## config.mk

```make
export PLATFORM = sky130hd
export DESIGN_NAME = wb_sdram_arbiter
export DESIGN_NICKNAME = d
export VERILOG_FILES = /design/src/rtl/wb_sdram_arbiter.sv
export SDC_FILE = /design/constraint.sdc
export NUM_CORES = 1
export LEC_CHECK = 0
export ABC_AREA = 1
export BUFFER_PORTS_ARGS = -buffer_cell sky130_fd_sc_hd__buf_2
export CAP_MARGIN = 20
export CORE_AREA = 2 2 125 127
export DETAILED_ROUTE_END_ITERATION = 10
export DIE_AREA = 0 0 127 129
export HOLD_SLACK_MARGIN = 0.03
export PLACE_DENSITY_LB_ADDON = 0.08
export SLEW_MARGIN = 20
export SYNTH_ARGS = -nofsm -noshare
export SYNTH_HDL_FRONTEND = slang
export SYNTH_SLANG_ARGS = --single-unit
```

## constraint.sdc

```tcl
create_clock -name wb_clk -period 2.5 [get_ports wb_clk]
set_input_delay 0.25 -clock wb_clk [delete_from_list [all_inputs] [get_ports wb_clk]]
set_output_delay 0.25 -clock wb_clk [all_outputs]
set_load 0.05 [all_outputs]
```

## src/rtl/wb_sdram_arbiter.sv

```systemverilog
// wb_sdram_arbiter
//
// Two-master Wishbone B3 classic arbiter in front of the single SDRAM controller slave.
// One master owns the slave at a time. Simultaneous requests from idle are
// resolved round-robin. A grant is held for the whole cyc cycle, and at least one
// idle cycle separates consecutive grants.
//
// Optional feature (macro WB_ARB_TIMEOUT_EN): a stall watchdog. When it is enabled, a
// strobe left unanswered for TIMEOUT_CYCLES cycles returns a one-cycle error to the
// granted master. The slave is then kept off the bus until that master drops cyc.
// When the macro is undefined, err is a pure pass-through of s_err_i.
//
// Ports
//   wb_clk, wb_rst_n          clock, asynchronous active-low reset
//   mN_cyc/stb/we/sel/adr/dat_i  master N (N = 0, 1) request
//   mN_dat_o                  read data (s_dat_i, shared by both masters)
//   mN_ack_o, mN_err_o        termination, only to the granted master
//   s_cyc/stb/we/sel/adr/dat_o   request to the slave; all zero while no master is granted
//   s_dat_i, s_ack_i, s_err_i    slave response

module wb_sdram_arbiter #(
  parameter int unsigned AW             = 32,
  parameter int unsigned DW             = 32,
  parameter int unsigned TIMEOUT_CYCLES = 255
) (
  input  logic            wb_clk,
  input  logic            wb_rst_n,

  input  logic            m0_cyc_i,
  input  logic            m0_stb_i,
  input  logic            m0_we_i,
  input  logic [DW/8-1:0] m0_sel_i,
  input  logic [AW-1:0]   m0_adr_i,
  input  logic [DW-1:0]   m0_dat_i,
  output logic [DW-1:0]   m0_dat_o,
  output logic            m0_ack_o,
  output logic            m0_err_o,

  input  logic            m1_cyc_i,
  input  logic            m1_stb_i,
  input  logic            m1_we_i,
  input  logic [DW/8-1:0] m1_sel_i,
  input  logic [AW-1:0]   m1_adr_i,
  input  logic [DW-1:0]   m1_dat_i,
  output logic [DW-1:0]   m1_dat_o,
  output logic            m1_ack_o,
  output logic            m1_err_o,

  output logic            s_cyc_o,
  output logic            s_stb_o,
  output logic            s_we_o,
  output logic [DW/8-1:0] s_sel_o,
  output logic [AW-1:0]   s_adr_o,
  output logic [DW-1:0]   s_dat_o,
  input  logic [DW-1:0]   s_dat_i,
  input  logic            s_ack_i,
  input  logic            s_err_i
);

  if (TIMEOUT_CYCLES == 0 || TIMEOUT_CYCLES > 65535) begin : gen_bad_timeout
    $error("TIMEOUT_CYCLES must be in 1..65535");
  end

  // StHold can only be reached after a watchdog timeout. In that state the slave is
  // kept idle until the master that timed out (recorded in last_q) releases cyc.
  typedef enum logic [1:0] {StIdle, StGnt0, StGnt1, StHold} state_e;

  state_e state_q, state_d;
  logic   last_q, last_d;   // most recently granted master; reset to 1 so m0 wins first tie
  logic   granted;
  logic   tmo;              // watchdog firing in this cycle

  assign granted = (state_q == StGnt0) || (state_q == StGnt1);

  // State register
  always_ff @(posedge wb_clk or negedge wb_rst_n) begin
    if (!wb_rst_n) begin
      state_q <= StIdle;
      last_q  <= 1'b1;
    end else begin
      state_q <= state_d;
      last_q  <= last_d;
    end
  end

`ifdef WB_ARB_TIMEOUT_EN
  localparam logic [15:0] TmoLimit = 16'(TIMEOUT_CYCLES);

  logic [15:0] cnt_q, cnt_d;

  // Counts strobe cycles that are still waiting for a response. The counter holds its
  // value across bus-lock gaps (stb low), and restarts on any response or when the
  // grant ends.
  always_comb begin
    cnt_d = '0;
    if (granted && !tmo) begin
      if (s_ack_i || s_err_i) begin
        cnt_d = '0;
      end else if (s_stb_o) begin
        cnt_d = cnt_q + 16'd1;
      end else begin
        cnt_d = cnt_q;
      end
    end
  end

  always_ff @(posedge wb_clk or negedge wb_rst_n) begin
    if (!wb_rst_n) begin
      cnt_q <= '0;
    end else begin
      cnt_q <= cnt_d;
    end
  end

  // Derived only from registered state, so the grant logic never depends
  // combinationally on the slave.
  assign tmo = granted && (cnt_q >= TmoLimit);
`else
  assign tmo = 1'b0;
`endif

  // Next-state logic. It looks only at the master cyc lines and the registered state.
  always_comb begin
    state_d = state_q;
    last_d  = last_q;
    unique case (state_q)
      StIdle: begin
        if (m0_cyc_i && m1_cyc_i) begin
          state_d = last_q ? StGnt0 : StGnt1;
          last_d  = ~last_q;
        end else if (m0_cyc_i) begin
          state_d = StGnt0;
          last_d  = 1'b0;
        end else if (m1_cyc_i) begin
          state_d = StGnt1;
          last_d  = 1'b1;
        end
      end
      StGnt0: begin
        if (tmo) begin
          state_d = StHold;
        end else if (!m0_cyc_i) begin
          state_d = StIdle;
        end
      end
      StGnt1: begin
        if (tmo) begin
          state_d = StHold;
        end else if (!m1_cyc_i) begin
          state_d = StIdle;
        end
      end
      StHold: begin
        if (!(last_q ? m1_cyc_i : m0_cyc_i)) begin
          state_d = StIdle;
        end
      end
      default: state_d = StIdle;
    endcase
  end

  // Output mux. The granted master is connected straight through. In every other state
  // the slave sees an all-zero request and neither master gets ack or err.
  always_comb begin
    s_cyc_o  = 1'b0;
    s_stb_o  = 1'b0;
    s_we_o   = 1'b0;
    s_sel_o  = '0;
    s_adr_o  = '0;
    s_dat_o  = '0;
    m0_ack_o = 1'b0;
    m0_err_o = 1'b0;
    m1_ack_o = 1'b0;
    m1_err_o = 1'b0;
    unique case (state_q)
      StGnt0: begin
        s_cyc_o  = m0_cyc_i;
        s_stb_o  = m0_stb_i;
        s_we_o   = m0_we_i;
        s_sel_o  = m0_sel_i;
        s_adr_o  = m0_adr_i;
        s_dat_o  = m0_dat_i;
        m0_ack_o = s_ack_i;
        m0_err_o = s_err_i | tmo;
      end
      StGnt1: begin
        s_cyc_o  = m1_cyc_i;
        s_stb_o  = m1_stb_i;
        s_we_o   = m1_we_i;
        s_sel_o  = m1_sel_i;
        s_adr_o  = m1_adr_i;
        s_dat_o  = m1_dat_i;
        m1_ack_o = s_ack_i;
        m1_err_o = s_err_i | tmo;
      end
      default: ;
    endcase
  end

  assign m0_dat_o = s_dat_i;
  assign m1_dat_o = s_dat_i;

endmodule
```

# Yosys cells after proc, flatten, opt, wreduce, memory -nomap -nowiden
# Cells that the tools add are included.
# Widths: inputs -> output; s select.
# word_totals
elab_cells	37
ff_bits	3
in_bits	178
# classes
bitwise	1
eq_ne	7
n_mux	22
reduce_logical	5
# op_table
operator	count
$pmux 32 s2	2
$mux 2	7
$mux 1	8
$pmux 2 s4	1
$pmux 4 s2	1
$ne 2x2->1 const B	3
$pmux 1 s2	3
$eq 2x2->1 const B	2
$ne 4x4->1 const B	1
$reduce_and 4->1	1
$reduce_bool 3->1	1
$eq 2x1->1 const B	1
$logic_not 2->1	1
$reduce_and 2->1	1
$logic_and 1x1->1	1
$not 1->1	1

# Longest topological paths before layout
# logic_depth
depth_word	4
ltp_mapped	9

# Least setup slack after synthesis
# Ideal clock, no wire load.
# synth_path
path_type	reg-to-output
from	register state_q[0]
to	output port s_adr_o[10]
n_path_buf	2
arrival_ns	1.734
path_slack_ns	0.516
path_stages_with_launch	7
cell_sequence	dfrtp_1 inv_1 ha_1 buf_6 buf_2 nand2_1 a21oi_1
# synth_via
elab_chain_cells	2
word_cells_on_any_way	3
# synth_lines
element	line_no	source
start: declaration	68	state_e state_q, state_d;
start signal: assignment	78	state_q <= StIdle;
start signal: assignment	81	state_q <= state_d;
$eq 2x2->1 / $eq 2x1->1 (equally long branches)	175	unique case (state_q)
$pmux 32 s2 (*)	175	
end: declaration	53	output logic [AW-1:0] s_adr_o,
# Every way passes the cells marked *; elsewhere a longest branch is shown, timed or not.

# Final worst setup path
# layout_path
from	register state_q[1]
to	output port s_adr_o[6]
# The elaborated chain is that of the path after synthesis.

==> impl_metrics.csv <==
group,metric,value,unit
clock_network,cts_tree,"done",
synthesis,yosysTopAreaCellShare,32.07,%
final_layout,drive_above_1_share,48.67,%
final_layout,fin_util,17.90,%
place,place_inst,670,
critical_path,rr_worst_depth,7,
clock_network,clock_latency,230,ps
floorplanning,start_util,12.11,%
clock_network,post_cts_resized,0,
timing,tns,0,ps
grt,overflow,0,
synthesis,avgSynthCellArea,5.289,um2
drt,drt_iter0_drc,73,
clock_network,htree_levels,1,
grt,grt_pass1_wl,11.43,mm
floorplanning,row_count,45,
timing,finalWorstSetupSlack,242.9,ps
final_layout,diodes,0,
drt,wl_met2,3.987,mm
final_layout,design_area,2681,um2
place,dp_hpwl,6.019,mm
timing,fmax,443.0,MHz
critical_path,cp_data_arrival_time,2010,ps
timing,maxSlewHeadroom,69.39,%
power_and_ir_drop,p_per_area,1425,nW/um2
clock_network,clock-sinks,3,
critical_path,cp-start-kind,"flop",
place,place_area,2592,um2
final_layout,final_nets,670,
clock_network,path_clk_slew,30,ps
place,place_ws,430.0,ps
clock_network,root_buffer,"clkbuf_16",
synthesis,synth_ff_type,"dfrtp_1",
synthesis,synth_area_leaders,"nand2_1 32%, buf_4 30%, a21oi_1 20%",
floorplanning,io_pins,317,
clock_network,cts_buffers,3,
power_and_ir_drop,finalPower,3.820,mW
status,outcome,"complete, no violations",
grt,grt_max_degree,72,
timing,rsz0062_at_grt,"no",
critical_path,criticalPathCategory,"reg -> out",
timing,fin_hold_ws,342.8,ps
drt,drcViolationCount,0,
synthesis,synth_edf_count,0,
synthesis,synth.largest_area_cell,"nand2_1",
timing,hold_violations,0,
synthesis,async_flop_share,100.0,%
grt,grt_pass1_vias,2457,
place,place_congestion,0.7226,
clock_network,cts-hold-fix-buffers,1,
timing,setup_violations,0,
synthesis,synth.net_count,525,
clock_network,clk_path_buf_depth,2,
synthesis,synth_area,1814,um2
critical_path,worst_r2r_endpoint,"state_q[1]",
synthesis,syn_inst,343,
floorplanning,core_region_area,14980,um2
synthesis,yosysWarnings,0,
power_and_ir_drop,power_leakage,1.476,nW
floorplanning,die_area,16380,um2
grt,grt_usage,8.424,%
critical_path,critical_path_required,2250,ps
timing,slew_viol_final,0,
critical_path,r2r_start,"state_q[1]",
min_path,hold_end,"last_q",
critical_path,ff2ff_setup_slack,1000,ps
timing,worst_slew_pin_slew,459.2,ps
flow_run,drv_cap,0,
drt,dr.pass1.iters,4,
floorplanning,die_h,129,um
min_path,worstHoldStart,"m1_cyc_i",
critical_path,worstPathMaxFanout,30,
min_path,hold_depth,3,
synthesis,synth_cell_type_count,16,
drt,ant_nets,0,
grt,antenna_found_initial,0,
critical_path,endpoint_kind,"output pin",
min_path,hold_path.class,"in -> reg",
drt,vias,2516,
drt,topRoutingLayerUsed,"met4",
final_layout,syn_to_final_growth,47.79,%
synthesis,yosys.cell_count.top_type,"nand2_1",
synthesis,yosys-top-cells-count,"155 x nand2_1, 72 x a21oi_1, 72 x buf_4",
place,port_buffers,220,
floorplanning,die_w,127,um
final_layout,instances_no_fill,675,
drt,drt-met1-wl,2.684,mm
drt,wl_per_cell,11.41,um
timing,period_share,90.28,%
drt,drt-total-wl,7.702,mm
drt,via_per_inst,3.727,
timing,fin_worst_skew,4.328,ps
power_and_ir_drop,peakVddDrop,0.6628,mV
synthesis,ys_ff_latch,3,
synthesis,ys_seq_area_share,4.207,%
drt,wl_met3,794,um
timing,finalCriticalPeriod,2257,ps
clock_network,post_cts_buffers,0,
power breakdown:
group          internal (mW)  switching, mW  total (mW)
clock network          0.211         0.0483       0.259
registers             0.0796         0.0266       0.106
logic                  0.787           2.67        3.45
total                   1.08           2.74        3.82
critical path: stages, from the launching register on:
cell and delay [ps]:
dfrtp_1 400, inv_1 90, ha_2 470, buf_12 240
nand2_1 70, a21oi_1 190, buf_2 300
cells by family after synthesis:
group,share of synthesized area [%]
simple gates,34.62
buf+inv,38.07
compound gates,20.35
fa+ha+maj,2.759
flops,4.207
placed cells by master (no fill, tap or decap), drive strengths merged:
master / instances
ha: 4
clkbuf: 4
nand3: 4
buf: 226
inv: 12
a21oi: 73
dlygate4sd3: 1
nor2: 4
nand2: 156
dfrtp: 2
dfstp: 1
metal layers:
layer,vias to the layer above,global-route usage (%)
met5,-,0
met3,24,2.453
li1,1297,-
met2,158,16.60
met4,0,3.038
met1,1037,8.346
registers in the layout, summed over array words and instances, names as in the netlist:
| register | flops |
|---|---|
| last_q | 1 |
| state_q | 2 |
how the worst max path moves through the flow:
stage,endpoint,slack [ps],from,depth (start not counted)
CTS,s_adr_o[5],190,state_q[1],6
global placement,s_adr_o[5],450,state_q[1],6
floorplan,s_adr_o[10],520,state_q[0],6
detailed placement,s_adr_o[5],430,state_q[1],6
global route,s_adr_o[6],120,state_q[1],6
finish,s_adr_o[6],240,state_q[1],6
layout make-up:
type | instances | area [um2]
Multi-Input combinational cell | 241 | 1052
Fill cell | 1795 | 12300
Inverter | 12 | 45.04
Clock buffer | 4 | 78.83
Sequential cell | 3 | 76.32
Timing Repair Buffer | 227 | 1194
Tap cell | 188 | 235.2
Power figures use the tool's default switching activity.
